==> src/rtl/instruction_loader_pkg.sv <==
// Shared definitions for the instruction loader: instruction field positions,
// FSM state encodings and error codes.
package instruction_loader_pkg;

    localparam int unsigned COND_HI = 31;
    localparam int unsigned COND_LO = 28;
    localparam int unsigned OP_HI   = 27;
    localparam int unsigned OP_LO   = 24;
    localparam int unsigned S_BIT   = 23;
    localparam int unsigned DST_HI  = 22;
    localparam int unsigned DST_LO  = 19;
    localparam int unsigned SRC2_HI = 18;
    localparam int unsigned SRC2_LO = 15;
    localparam int unsigned SRC1_HI = 14;
    localparam int unsigned SRC1_LO = 11;
    localparam int unsigned SH_HI   = 10;
    localparam int unsigned SH_LO   = 6;
    localparam int unsigned MOV_HI  = 18;
    localparam int unsigned MOV_LO  = 3;

    typedef enum logic [2:0] {
        IDLE     = 3'd0,
        LOAD     = 3'd1,
        WRITE    = 3'd2,
        READBACK = 3'd3,
        DONE     = 3'd4,
        ERROR    = 3'd5
    } state_t;

    localparam logic [1:0] ERR_NONE   = 2'b00;
    localparam logic [1:0] ERR_VERIFY = 2'b01;
    localparam logic [1:0] ERR_RANGE  = 2'b10;

endpackage

==> src/rtl/instruction_loader_encoder.sv <==
// Combinational packer from decoded instruction fields to the 32-bit word
// that the fetch stage splits apart again.
module instr_encoder
    import instruction_loader_pkg::*;
(
    input  logic        Mov_fmt,
    input  logic [3:0]  Cond,
    input  logic [3:0]  OpCode,
    input  logic        S,
    input  logic [3:0]  destination,
    input  logic [3:0]  source_2,
    input  logic [3:0]  source_1,
    input  logic [4:0]  IV_ShiftRor,
    input  logic [15:0] IV_Mov,
    output logic [31:0] Word
);

    always_comb begin
        Word                   = '0;
        Word[COND_HI:COND_LO]  = Cond;
        Word[OP_HI:OP_LO]      = OpCode;
        Word[S_BIT]            = S;
        Word[DST_HI:DST_LO]    = destination;
        if (Mov_fmt) begin
            Word[MOV_HI:MOV_LO] = IV_Mov;
        end else begin
            Word[SRC2_HI:SRC2_LO] = source_2;
            Word[SRC1_HI:SRC1_LO] = source_1;
            Word[SH_HI:SH_LO]     = IV_ShiftRor;
        end
    end

endmodule

==> src/rtl/instruction_loader.sv <==
// Run-time program loader: accepts instruction fields, packs them, writes each
// word to consecutive RAM locations and reads it back to verify.
module instruction_loader
    import instruction_loader_pkg::*;
#(
    parameter int unsigned ADDR_W = 16,
    parameter int unsigned DEPTH  = 256
) (
    input  logic              Clk,
    input  logic              Reset,
    input  logic              Start,
    input  logic [ADDR_W-1:0] Base_addr,
    input  logic [ADDR_W-1:0] Count,
    input  logic              In_valid,
    output logic              In_ready,
    input  logic              Mov_fmt,
    input  logic [3:0]        Cond,
    input  logic [3:0]        OpCode,
    input  logic              S,
    input  logic [3:0]        destination,
    input  logic [3:0]        source_2,
    input  logic [3:0]        source_1,
    input  logic [4:0]        IV_ShiftRor,
    input  logic [15:0]       IV_Mov,
    output logic              Enable,
    output logic              RW_ram,
    output logic [ADDR_W-1:0] Address,
    output logic [31:0]       In,
    input  logic [31:0]       Out,
    output logic              Busy,
    output logic              Done,
    output logic              Error,
    output logic [1:0]        Err_code,
    output logic [ADDR_W-1:0] Words_loaded
);

    state_t            r_state;
    logic [ADDR_W-1:0] r_ptr;
    logic [ADDR_W-1:0] r_remaining;
    logic [31:0]       r_word;
    logic [31:0]       w_word;
    logic [ADDR_W:0]   w_end_addr;
    logic              w_range_ovf;

    instr_encoder u_encoder (
        .Mov_fmt    (Mov_fmt),
        .Cond       (Cond),
        .OpCode     (OpCode),
        .S          (S),
        .destination(destination),
        .source_2   (source_2),
        .source_1   (source_1),
        .IV_ShiftRor(IV_ShiftRor),
        .IV_Mov     (IV_Mov),
        .Word       (w_word)
    );

    // One extra bit so Base_addr+Count cannot wrap before the range check.
    assign w_end_addr  = {1'b0, Base_addr} + {1'b0, Count};
    assign w_range_ovf = w_end_addr > (ADDR_W+1)'(DEPTH);

    always_ff @(posedge Clk or negedge Reset) begin
        if (!Reset) begin
            r_state      <= IDLE;
            r_ptr        <= '0;
            r_remaining  <= '0;
            r_word       <= '0;
            In_ready     <= 1'b0;
            Enable       <= 1'b0;
            RW_ram       <= 1'b1;
            Address      <= '0;
            In           <= '0;
            Busy         <= 1'b0;
            Done         <= 1'b0;
            Error        <= 1'b0;
            Err_code     <= ERR_NONE;
            Words_loaded <= '0;
        end else begin
            unique case (r_state)
                IDLE: begin
                    if (Start) begin
                        r_ptr        <= Base_addr;
                        r_remaining  <= Count;
                        Error        <= 1'b0;
                        Err_code     <= ERR_NONE;
                        Words_loaded <= '0;
                        Busy         <= 1'b1;
                        if (Count == '0) begin
                            r_state <= DONE;
                            Done    <= 1'b1;
                        end else if (w_range_ovf) begin
                            r_state  <= ERROR;
                            Error    <= 1'b1;
                            Err_code <= ERR_RANGE;
                        end else begin
                            r_state  <= LOAD;
                            In_ready <= 1'b1;
                        end
                    end
                end
                LOAD: begin
                    if (In_valid) begin
                        r_state  <= WRITE;
                        r_word   <= w_word;
                        In_ready <= 1'b0;
                        Enable   <= 1'b1;
                        RW_ram   <= 1'b0;
                        Address  <= r_ptr;
                        In       <= w_word;
                    end
                end
                WRITE: begin
                    r_state <= READBACK;
                    RW_ram  <= 1'b1;
                    In      <= '0;
                end
                READBACK: begin
                    Enable  <= 1'b0;
                    Address <= '0;
                    if (Out != r_word) begin
                        r_state  <= ERROR;
                        Error    <= 1'b1;
                        Err_code <= ERR_VERIFY;
                    end else begin
                        r_ptr        <= r_ptr + 1'b1;
                        r_remaining  <= r_remaining - 1'b1;
                        Words_loaded <= Words_loaded + 1'b1;
                        if (r_remaining == ADDR_W'(1)) begin
                            r_state <= DONE;
                            Done    <= 1'b1;
                        end else begin
                            r_state  <= LOAD;
                            In_ready <= 1'b1;
                        end
                    end
                end
                DONE: begin
                    r_state <= IDLE;
                    Done    <= 1'b0;
                    Busy    <= 1'b0;
                end
                ERROR: begin
                    r_state <= IDLE;
                    Busy    <= 1'b0;
                end
                default: begin
                    r_state <= IDLE;
                end
            endcase
        end
    end

endmodule

==> config.mk <==
export PLATFORM = sky130hd
export DESIGN_NAME = instruction_loader
export DESIGN_NICKNAME = d
export VERILOG_FILES = /design/src/rtl/instruction_loader_pkg.sv /design/src/rtl/instruction_loader_encoder.sv /design/src/rtl/instruction_loader.sv
export SDC_FILE = /design/constraint.sdc
export NUM_CORES = 1
export LEC_CHECK = 0
export BUFFER_PORTS_ARGS = -buffer_cell sky130_fd_sc_hd__buf_2
export CORE_MARGIN = 2
export CORE_UTILIZATION = 43
export CTS_CLUSTER_SIZE = 8
export DETAILED_ROUTE_END_ITERATION = 10
export GPL_TIMING_DRIVEN = 0
export PLACE_DENSITY = 0.67
export RECOVER_POWER = 100
export SKIP_LAST_GASP = 1
export SLEW_MARGIN = 20
export SYNTH_ARGS = -nofsm -noshare
export SYNTH_HDL_FRONTEND = slang
export SYNTH_SLANG_ARGS = --single-unit
==> constraint.sdc <==
create_clock -name Clk -period 3.2 [get_ports Clk]
set_clock_uncertainty 0.1 [all_clocks]
set_input_delay 0.64 -clock Clk [delete_from_list [all_inputs] [get_ports Clk]]
set_output_delay 0.64 -clock Clk [all_outputs]
set_load 0.01 [all_outputs]
# Yosys cells after proc, flatten, opt, wreduce, memory -nomap -nowiden
# Cells that the tools add are included.
# totals
output_inout_bits,72
latchBits,0
romBits,0
word_cells,102
input_bits,111
ff_bits,136
ramBits,0
mem_count,0
# op_classes
n_div,0
n_reduce_logical,18
eq_ne,16
addsub,4
bitwise_logic,0
magnitude_cmp,1
muxes,49
shift,0
multipliers,0
# ops
cell,count
$pmux 16 s2,4
$mux 16,7
$pmux 32 s2,1
$add 16x1->16 const B,2
$mux 32,1
$ne 32x32->1,1
$mux 3,7
$ne 2x2->1 const B,9
$add 16x16->17,1
$gt 17x9->1 const B,1
$eq 16x1->1 const B,1
$logic_not 16->1,1
$mux 1,16
$sub 16x1->16 const B,1
$mux 13,1
$pmux 3 s4,1
$reduce_and 2->1,5
$mux 2,4
$pmux 1 s2,4
$reduce_bool 2->1,4
$reduce_and 7->1,1
$eq 3x2->1 const B,2
$eq 3x3->1 const B,2
$pmux 1 s3,2
other kinds (7),9

# Depth between registers and ports, before layout
# logic_depth
depth_word,6
ltp_mapped,10
ltp_nobuf,10

# By module
# From an unflattened synthesis, not the netlist that was laid out.
# hier_totals
hier_cells,828
area_unflattened_um2,7688.6
# modules_own_cells
module,area_per_inst_um2,seq_area_each_um2,cells_per_inst,instances
instruction_loader,7338.3,3479.6,793,1
instr_encoder,350.3,0.0,35,1

# Worst setup path before layout
# Ideal clock, no wire load.
# synth_path
path_kind,input-to-reg
from,input Base_addr[0]
to,register In_ready
required_ps,3036
cell_stages,10
setup_ps,64
path_buffers,0
slack_ps,252
arrival_ps,2784
path_cell_list,ha_1 > fa_1 > a21o_1 > and4_1 > or2_2 > xnor2_1 > nand4_1 > o21ai_0 > nor4b_1 > o21ba_2
# synth_via
elab_chain_cells,4
# synth_lines
element,line,text
start: declaration,instruction_loader.sv:12,"input logic [ADDR_W-1:0] Base_addr,"
$add 16x16->17,instruction_loader.sv:59,"assign w_end_addr = {1'b0, Base_addr} + {1'b0, Count};"
$gt 17x9->1,instruction_loader.sv:60,assign w_range_ovf = w_end_addr > (ADDR_W+1)'(DEPTH);
$ne 2x2->1 (no source line),n/a,
$reduce_and 7->1 (no source line),n/a,
end signal: assignment,instruction_loader.sv:68,In_ready <= 1'b0;
end signal: assignment,instruction_loader.sv:97,In_ready <= 1'b1;
end signal: assignment,instruction_loader.sv:105,In_ready <= 1'b0;
end: declaration,instruction_loader.sv:15,"output logic In_ready,"
# No other way between the ends.
# A chain may end at the register's enable or synchronous reset.

# Worst setup path in the final report
# layout_path
from,input Base_addr[0]
to,register r_state[2]
# layout_via
elab_chain_cells,6
# layout_lines
element,line,text
$add 16x16->17,instruction_loader.sv:59,
$gt 17x9->1,instruction_loader.sv:60,
$mux 3,instruction_loader.sv:91,end else if (w_range_ovf) begin
$mux 3,instruction_loader.sv:88,if (Count == '0) begin
$mux 3,instruction_loader.sv:81,if (Start) begin
$pmux 3 s4,instruction_loader.sv:79,unique case (r_state)
end signal: assignment,instruction_loader.sv:89,r_state <= DONE;
end signal: assignment,instruction_loader.sv:92,r_state <= ERROR;
end signal: assignment,instruction_loader.sv:96,r_state <= LOAD;
end: declaration,instruction_loader.sv:37,state_t r_state;
# No other way between the ends. The select of a mux whose other input is x is not followed.

==> reports/metrics.yaml <==
hold-worst-slack_ns: 0.329
crit_type: "in -> reg"
ys_seq_area_frac: 0.467
cp_max_fo: 3
drc_errors: 0
preCtsSetupSlack_ns: -0.503
netlist_area_um2: 7120
grt_max_degree: 71
async_flop_share: 1.00
power_frac_seq: 0.382
violations: "max-capacitance violations, max-slew violations"
rsz0062_at_grt: "yes"
place_hpwl_um: 16000
tightest_slew_ns: 1.76
drt_iter0_markers: 480
dp.cells: 1189
cts_tree: "built"
synth_cell_type_count: 64
clockBufferDepth: 2
synth_area_leaders: "dfrtp_1, nand2_1, a21oi_1"
timing.final.ws_setup_ns: 0.0714
p_switching_uw: 2990
relSlewSlack: -0.174
rows: 47
routedWlPerCell_um: 17.5
ant_nets: 0
p_leak_uw: 0.00394
post_dp_cell_area_um2: 8330
synth_top_area_share: 0.464
ff_latch_area_um2: 3330
grt_pass1_vias: 6304
cts-root-buf: "clkbuf_16"
synth_seq_cells: 133
start_kind: "input port"
h-tree-depth: 4
grt_pass1_wl_um: 33800
port_buffers: 178
final_nets: 1119
core_um2: 16400
p_sw_frac: 0.387
n_fill_cell: 1589
start_util: 0.434
holdCritPathClass: "in -> reg"
r2r-start: "r_word[12]"
syn_inst: 788
multi_input_area_um2: 3570
synth-main-ff-cell: "dfrtp_1"
cp.required_ns: 3.38
power.density_nw_per_um2: 872
cts_buffers: 17
fp.dieW_um: 133
combPwrFrac: 0.354
arrival_ns: 3.31
grt-ovfl-total: 0
die_h_um: 133
layout-drive-gt1-share: 0.163
power.internal_uw: 4720
hold_depth: 3
final_cells: 1220
clock.fmax_mhz: 320
num_io_pins: 183
syn2layout_area_growth_pct: 24.1
status: "complete, but fails checks"
avgSynthCellArea_um2: 9.04
yosys_warnings: 0
vias_per_cell: 5.47
endpoint_kind: "flop"
cap_violations: 1
r2r_slack_ns: 0.08
hp-start: "S"
drtPass1Iterations: 5
grt_antenna_before_repair: 0
clkLatencyLatePin_ns: 0.43
ir_drop_v: 0.000489
fin_crit_ns: 3.13
clk_pin_slew_ns: 0.06
min_to: "r_word[23]"
synth_enable_flop_cells: 0
r2r_end: "Words_loaded[14]"
hold_violations: 0
die_area_um2: 17600
place.gp.congestion: 0.930
stdcell_area_um2: 8840
routed_wl_um: 21400
p_clk_frac: 0.264
slew_violations: 71
setup_viol: 0
yosys.area.top_type: "dfrtp_1"
grtUsageTotal: 0.248
rr_worst_depth: 10
diodes: 0
num_vias: 6675
layout_worst_path_cycle_share: 0.978
cts_sinks: 133
==> logic make-up after synthesis <==
family                   after synthesis  synth area share
buffers and inverters                 60            0.0339
AND/OR/NAND/NOR                      292             0.187
flip-flops                           133             0.467
XOR/XNOR                              48            0.0590
multiplexers                          16            0.0228
AO/OA/AOI/OAI                        217             0.191
other                                  1          0.000527
adder cells (fa/ha/maj)               21            0.0379
==> state kept, by name, summed over array words and instances, names as in the netlist <==
register      cells
Address          16
Busy              1
Done              1
Enable            1
Err_code          2
Error             1
In               29
In_ready          1
RW_ram            1
Words_loaded     16
r_ptr            16
r_remaining      16
r_state           3
r_word           29
==> power by group through the flow <==
stage | Combinational [uW] | Sequential (uW) | Clock (uW)
after floorplan | 1680 | 2970 | 0
after CTS | 2820 | 2920 | 2060
after global placement | 2730 | 2920 | 0
final | 2730 | 2940 | 2040
after global routing | 3070 | 3040 | 2130
after detailed placement | 2800 | 2940 | 0
==> final cells by class <==
class	count	area share
flip-flops and latches	133	0.377
clock inverters	10	0.0144
clock buffers	22	0.0548
inverters	15	0.00637
repair buffers	179	0.0919
multi-input cells	597	0.404
well taps	220	0.0311
plain buffers	44	0.0207
==> synthesized netlist by cell type, types with 7 or more instances <==
cell / number
nor2_1: 80
inv_1: 15
a211oi_1: 19
o21ai_0: 51
xnor2_1: 20
clkbuf_1: 36
nor3_1: 11
ha_1: 20
nand4_1: 14
or3_1: 7
nand2_1: 114
nor4_1: 14
mux2i_1: 14
a22o_1: 13
xor2_1: 28
nand3_1: 22
dfrtp_1: 132
a21oi_1: 77
==> worst max-delay path, stage by stage <==
cell and delay (ns):
buf_2 0.12, ha_1 0.25, fa_1 0.43, a21o_1 0.21, and4_1 0.22, o2111ai_1 0.25, mux2i_1 0.11, o21ai_0 0.24
o2111ai_1 0.29, nor4b_2 0.41, o21ai_0 0.14
==> routing by layer <==
metal | global-route usage | wire [um]
met1 | 0.336 | 9450
met2 | 0.390 | 10000
met3 | 0.0594 | 1350
met4 | 0.0896 | 553
met5 | 0 | 0
==> stage by stage <==
stage                     TNS (ns)  power (uW)   util
after CTS                        0        7810  0.546
final                            0        7710  0.539
after global placement      -76.86        5650  0.506
after global routing        -0.214        8240  0.539
after floorplan                  0        4650      -
after detailed placement    -12.43        5740  0.508
==> cells in the final DEF (no fill, tap or decap), types with 17 or more instances in the layout <==
cell type,count
nand3_1,22
xor2_1,28
xnor2_1,20
o21ai_0,52
clkbuf_16,17
nand2_1,114
a211oi_1,19
clkbuf_1,105
ha_1,20
a21oi_1,77
nor2_1,80
buf_2,108
dfrtp_1,132
==> how the worst max path moves through the flow <==
stage,start,end,slack (ns),cells after the start
2_1_floorplan,Base_addr[0],In_ready,0.25,10
3_3_place_gp,Reset,Done,-0.53,1
3_5_place_dp,Out[19],r_ptr[14],-0.50,9
4_1_cts,r_word[12],r_remaining[1],0.08,7
5_1_grt,Base_addr[0],r_state[2],-0.05,11
6_report,Base_addr[0],r_state[2],0.07,11
==> repair_timing <==
item,CTS,global route
gates cloned,0,0
pin swaps,0,1
gates resized for setup,2,3
endpoints found under the setup margin,11,7
setup buffers,0,0
hold buffers,0,0
(Power assumes the default switching activity.)
